File: src/rtl/rfsoc_cap_pkg.sv
// Shared definitions for the RFSoC capture path: framer state encoding,
// beat/burst geometry helpers and the S2MM command-generator constants.
package rfsoc_cap_pkg;

  typedef enum logic [1:0] {
    ST_IDLE   = 2'd0,
    ST_STREAM = 2'd1,
    ST_DRAIN  = 2'd2,
    ST_DONE   = 2'd3
  } cap_state_e;

  // Command-generator fields; the framer's burst split must match these bursts.
  localparam int   CMD_BTT_W     = 23;
  localparam logic CMD_TYPE_INCR = 1'b1;
  localparam logic CMD_EOF       = 1'b1;

  function automatic int bytes_per_beat(input int data_width);
    return data_width / 8;
  endfunction

  function automatic int burst_beats(input int data_width, input int max_burst_len);
    return max_burst_len / bytes_per_beat(data_width);
  endfunction

  function automatic logic [31:0] min_u32(input logic [31:0] a, input logic [31:0] b);
    return (a < b) ? a : b;
  endfunction

endpackage

File: src/rtl/axis_skid_buf.sv
// Two-entry AXI-Stream skid buffer; the head entry drives the outputs directly,
// so output data is registered and held until the consumer takes it.
module axis_skid_buf #(
  parameter int WIDTH = 8
) (
  input  logic             clk,
  input  logic             resetn,
  input  logic             flush,
  input  logic             in_valid,
  output logic             in_ready,
  input  logic [WIDTH-1:0] in_data,
  output logic             out_valid,
  input  logic             out_ready,
  output logic [WIDTH-1:0] out_data,
  output logic             empty
);

  logic [WIDTH-1:0] head_q, head_d;
  logic [WIDTH-1:0] tail_q, tail_d;
  logic [1:0]       cnt_q, cnt_d;
  logic             push, pop;

  assign in_ready  = (cnt_q != 2'd2);
  assign out_valid = (cnt_q != 2'd0);
  assign empty     = (cnt_q == 2'd0);
  assign out_data  = head_q;

  always_comb begin
    head_d = head_q;
    tail_d = tail_q;
    cnt_d  = cnt_q;
    push   = in_valid && (cnt_q != 2'd2);
    pop    = out_ready && (cnt_q != 2'd0);
    if (flush) begin
      cnt_d = 2'd0;
    end else begin
      case (cnt_q)
        2'd0: begin
          if (push) begin
            head_d = in_data;
            cnt_d  = 2'd1;
          end
        end
        2'd1: begin
          if (push && pop) begin
            head_d = in_data;
          end else if (push) begin
            tail_d = in_data;
            cnt_d  = 2'd2;
          end else if (pop) begin
            cnt_d = 2'd0;
          end
        end
        2'd2: begin
          // Full: no push possible, a pop promotes the skid entry.
          if (pop) begin
            head_d = tail_q;
            cnt_d  = 2'd1;
          end
        end
        default: cnt_d = 2'd0;
      endcase
    end
  end

  always_ff @(posedge clk) begin
    if (!resetn) begin
      head_q <= '0;
      tail_q <= '0;
      cnt_q  <= 2'd0;
    end else begin
      head_q <= head_d;
      tail_q <= tail_d;
      cnt_q  <= cnt_d;
    end
  end

endmodule

File: src/rtl/axis_s2mm_data_framer.sv
// Frames a free-running ADC stream into DataMover S2MM bursts of cap_size bytes,
// marking tlast on each burst boundary the command generator will issue.
module axis_s2mm_data_framer
  import rfsoc_cap_pkg::*;
#(
  parameter int DATA_WIDTH    = 128,
  parameter int MAX_BURST_LEN = 512
) (
  input  logic                    clk,
  input  logic                    resetn,
  input  logic [DATA_WIDTH-1:0]   s_axis_tdata,
  input  logic                    s_axis_tvalid,
  output logic                    s_axis_tready,
  output logic [DATA_WIDTH-1:0]   m_axis_tdata,
  output logic                    m_axis_tvalid,
  input  logic                    m_axis_tready,
  output logic                    m_axis_tlast,
  output logic [DATA_WIDTH/8-1:0] m_axis_tkeep,
  input  logic                    write_start,
  input  logic                    write_reset,
  input  logic [31:0]             cap_size,
  output logic                    busy,
  output logic                    done,
  output logic                    overflow
);

  localparam int          BPB         = bytes_per_beat(DATA_WIDTH);
  localparam int          BURST_BEATS = burst_beats(DATA_WIDTH, MAX_BURST_LEN);
  localparam int          SHIFT       = $clog2(BPB);
  localparam logic [31:0] BB_U        = 32'(BURST_BEATS);

  cap_state_e  state_q, state_d;
  logic [31:0] remaining_q, remaining_d;
  logic [31:0] burst_cnt_q, burst_cnt_d;
  logic        busy_q, busy_d;
  logic        done_q, done_d;
  logic        overflow_q, overflow_d;

  logic [31:0]         total_beats;
  logic                push;
  logic                buf_ready, buf_empty, buf_valid;
  logic [DATA_WIDTH:0] buf_out;

  assign total_beats = cap_size >> SHIFT;

  always_comb begin
    state_d     = state_q;
    remaining_d = remaining_q;
    burst_cnt_d = burst_cnt_q;
    overflow_d  = overflow_q;
    push        = 1'b0;
    if (write_reset) begin
      state_d     = ST_IDLE;
      remaining_d = 32'd0;
      burst_cnt_d = 32'd0;
    end else begin
      if (write_start && !busy_q) overflow_d = 1'b0;
      case (state_q)
        ST_IDLE: begin
          if (write_start) begin
            if (total_beats != 32'd0) begin
              remaining_d = total_beats;
              burst_cnt_d = min_u32(total_beats, BB_U) - 32'd1;
              state_d     = ST_STREAM;
            end else begin
              state_d = ST_DONE;
            end
          end
        end
        ST_STREAM: begin
          if (s_axis_tvalid) begin
            if (buf_ready) begin
              push        = 1'b1;
              remaining_d = remaining_q - 32'd1;
              // Reload for the next burst; after the final beat there is none.
              if (burst_cnt_q == 32'd0)
                burst_cnt_d = (remaining_q > 32'd1) ? min_u32(remaining_q - 32'd1, BB_U) - 32'd1 : 32'd0;
              else
                burst_cnt_d = burst_cnt_q - 32'd1;
              if (remaining_q == 32'd1) state_d = ST_DRAIN;
            end else begin
              overflow_d = 1'b1;
            end
          end
        end
        ST_DRAIN: begin
          if (buf_empty) state_d = ST_DONE;
        end
        default: state_d = ST_IDLE;
      endcase
    end
    busy_d = (state_d == ST_STREAM) || (state_d == ST_DRAIN);
    done_d = (state_q == ST_DONE) && !write_reset;
  end

  always_ff @(posedge clk) begin
    if (!resetn) begin
      state_q     <= ST_IDLE;
      remaining_q <= 32'd0;
      burst_cnt_q <= 32'd0;
      busy_q      <= 1'b0;
      done_q      <= 1'b0;
      overflow_q  <= 1'b0;
    end else begin
      state_q     <= state_d;
      remaining_q <= remaining_d;
      burst_cnt_q <= burst_cnt_d;
      busy_q      <= busy_d;
      done_q      <= done_d;
      overflow_q  <= overflow_d;
    end
  end

  axis_skid_buf #(
    .WIDTH(DATA_WIDTH + 1)
  ) u_skid (
    .clk      (clk),
    .resetn   (resetn),
    .flush    (write_reset),
    .in_valid (push),
    .in_ready (buf_ready),
    .in_data  ({(burst_cnt_q == 32'd0), s_axis_tdata}),
    .out_valid(buf_valid),
    .out_ready(m_axis_tready),
    .out_data (buf_out),
    .empty    (buf_empty)
  );

  // IDLE sinks the free-running stream so the ADC never backs up between captures.
  assign s_axis_tready = resetn && ((state_q == ST_IDLE) || ((state_q == ST_STREAM) && buf_ready));
  assign m_axis_tvalid = buf_valid;
  assign m_axis_tdata  = buf_out[DATA_WIDTH-1:0];
  assign m_axis_tlast  = buf_out[DATA_WIDTH];
  assign m_axis_tkeep  = '1;
  assign busy          = busy_q;
  assign done          = done_q;
  assign overflow      = overflow_q;

endmodule

File: config.mk
export PLATFORM = sky130hd
export DESIGN_NAME = axis_s2mm_data_framer
export DESIGN_NICKNAME = d
export VERILOG_FILES = /design/src/rtl/rfsoc_cap_pkg.sv /design/src/rtl/axis_skid_buf.sv /design/src/rtl/axis_s2mm_data_framer.sv
export SDC_FILE = /design/constraint.sdc
export NUM_CORES = 1
export LEC_CHECK = 0
export ABC_AREA = 0
export BUFFER_PORTS_ARGS = -buffer_cell sky130_fd_sc_hd__buf_2
export CORE_UTILIZATION = 39
export CTS_CLUSTER_DIAMETER = 30
export DETAILED_ROUTE_END_ITERATION = 10
export PLACE_DENSITY = 0.6
export SETUP_SLACK_MARGIN = 0.15
export SKIP_LAST_GASP = 1
export SYNTH_ARGS = -nofsm -noshare
export SYNTH_HDL_FRONTEND = slang
export SYNTH_HIERARCHICAL = 1
export SYNTH_SLANG_ARGS = --single-unit
File: constraint.sdc
create_clock -name clk -period 4.1 [get_ports clk]
set_clock_uncertainty 0.05 [all_clocks]
set_input_delay 0.615 -clock clk [delete_from_list [all_inputs] [get_ports clk]]
set_output_delay 0.615 -clock clk [all_outputs]
set_load 0.01 [all_outputs]
==> run metrics <==
CTS max path bufs 3; Post-synth EDFFs 0; Final Util 0.513; final instance area between 20000 and 25000 um2; storage element area about 6600 um2; relative slew slack 0.287; post-synth top area cell dfxtp_1; Power Total 11.0 mW; CTS Root Cell clkbuf_16; Die X approximately 210 um; Placed Area ~18000 um2; DRC violations left 0; maxcap violations 0; final setup TNS 0 ns; endpoint class of the critical path flip-flop; final wirelength 53200 um; final hold viol count 0; CTS tree built; most frequent cells in the layout nand2_1, dfxtp_1, buf_2; synth warn 6; RSZ-0062 raised after global routing no; HP Class in2reg; final slew viol count 0; Leak 9.19 nW; IO Count 316; Starting Density 0.396; worst vdd ir roughly 0.00048 V; Synth area leaders dfxtp_1, mux2i_1, nand2_1, nor4_1, a31o_1; Row Count 74; Worst Path Arrival around 4.1 ns; syn_area_per_cell slightly above 8 um2; final net count between 2k and 2.5k; clock slew at reported path FFs approximately 0.040 ns; vias in the first global route roughly 15k; status completed; Synth Cell Area approximately 16000 um2; Layout fillers approximately 3.9k; library cells used by synthesis 77; # port buffers around 300; die area roughly 42000 um2; Pwr Density 523 nW/um2; Slowest cell on crit path or4_1; top cell type's share of synthesized area 0.406; main flop type after synthesis dfxtp_1; CTS Buf Count just under 90; GRT Util Overall 0.243; area occupied by multi-input gates between 8000 and 9000 um2; DRT antenna net count 0; Worst path max stage delay 0.67 ns; leading cell type in the layout, fill and taps excluded nand2_1; ratio of final minimum period to clock period 0.890; DRT Pass-1 Iters 7; CTS Sinks approximately 330; vias per cell ~5.7; crit path launch type flip-flop; DP HPWL ~33000 um; largest net degree at the start of global routing 118; average wire per standard cell 18.9 um; core area ~40000 um2; Die H between 200 and 250 um; reg-to-reg setup timing slack ~0.45 ns; fin crit period 3.65 ns; Worst-Margin Slew between 1 and 1.5 ns; post-synthesis sequential element count 329; first-pass GRT wire length roughly 82000 um; routed vias between 15k and 20k; Max FO, Critical Path 10; critical-path cell list or4_1 -> nor3_2 -> buf_4 -> a41o_1 -> nand4_1 -> nor4_1 -> buf_4 -> nand3b_1 -> ha_2 -> a21oi_1 -> a2bb2oi_1 -> a211o_1 -> o2111a_1 -> nand3_1 -> nand3_1; max frequency roughly 270 MHz; GPL Wtd Cong just over 0.9; H-tree levels 3; GR Overflow Total 0; clk_lat worst skew ~0.60 ns; Setup CP Type reg2reg; Worst Path Required approximately 4.6 ns; Area Overhead vs Synth 29.5%; Iter 0 DRT Violations about 1.2k; fraction of layout instances using a drive strength above 1 0.237; Syn Inst Count 1965; Async S/R FF share, synth 0; setup violators final 0; sequential-to-total area share from yosys stat 0.406; initial antenna violation count 15; hold buffers post-CTS 0
[worst max-delay path, delay by kind of cell, from the launching register on]
kind	cells	cell delay (ns)
adder cells (fa/ha/maj)	1	0.25
flip-flops	1	0.41
AND/OR/NAND/NOR	7	1.63
buffers and inverters	2	0.37
AO/OA/AOI/OAI	5	0.89
[worst paths after layout]
path | start | to | cells after the start
worst max-delay path | remaining_q[8] | burst_cnt_q[4] | 15
worst min-delay path | s_axis_tdata[3] | u_skid/tail_q[3] | 3
worst max register to register | remaining_q[8] | burst_cnt_q[4] | 15
worst min register to register | u_skid/tail_q[27] | u_skid/tail_q[27] | 2
[layer usage]
metal | global-route usage | share of wire
met4 | 0.0859 | 0.027
met5 | 0 | 0.0023
met2 | 0.382 | 0.46
met3 | 0.0828 | 0.074
met1 | 0.308 | 0.44
[layout make-up]
cell class | count | area share
clock buffer | 119 | 0.118
timing repair buffer | 359 | 0.0983
multi-input combinational | 1423 | 0.413
sequential | 329 | 0.314
inverter | 18 | 0.00358
clock inverter | 31 | 0.0202
antenna | 6 | 0.000716
tap | 532 | 0.0317
[report_power, final]
group | switching, mW | internal (mW) | leakage, nW
Sequential | 0.0439 | 3.25 | 2.65
Clock | 2.02 | 4.62 | 1.44
Combinational | 0.666 | 0.382 | 5.10
[cell usage after synthesis (6+ instances only)]
cell type and count:
a21o_1 6, buf_2 51, a21oi_1 189, o21ai_0 66, inv_1 16, o311a_1 7
buf_1 8, o31ai_1 9, a211oi_1 13, buf_4 17, ha_1 6, nand3_1 32
a31o_2 20, nand2_1 335, dfxtp_1 329, clkbuf_1 123, o41ai_1 7, mux2i_1 130
or3_1 18, nor4_1 162, nor3_1 30, nor2_1 85, or4_1 11, a22oi_1 7
or2_2 6, a31oi_1 14, o22ai_1 7, a31o_1 110, xnor2_1 8, nand2b_1 8
buf_6 10, nor2b_1 7, nand4_1 20
[metrics by stage]
step | hold slack (ns) | cells | worst slack, ns
floorplan | 0.382 | 1980 | 0.433
global placement | 0.391 | 2659 | 0.362
detailed placement | 0.396 | 2659 | 0.418
CTS | 0.170 | 2809 | 0.379
global route | 0.186 | 2814 | 0.222
finish | 0.199 | 2817 | 0.451
[flip-flops by register name, indices dropped and copies added, names as in the netlist]
| signal | cells |
|---|---|
| remaining_q | 32 |
| busy | 1 |
| done | 1 |
| u_skid/tail_q | 129 |
| state_q | 2 |
| u_skid/cnt_q | 2 |
| burst_cnt_q | 32 |
| u_skid/out_data | 129 |
| overflow | 1 |
[kinds of logic (layout without fill, tap and decap cells)]
family,count (synthesis),in the layout,share of synthesized area
flops,329,329,0.406
other cells,1,22,0.000231
mux,130,130,0.0803
fa+ha+maj,6,6,0.00463
xor+xnor,13,13,0.00703
compound gates,509,509,0.210
buf+inv,228,527,0.0654
simple gates,749,749,0.226
[repair_timing]
action	in CTS	in global routing
setup buffers	0	2
gates resized for setup	0	5
setup endpoints to repair	0	2
Power figures use the tool's default switching activity.
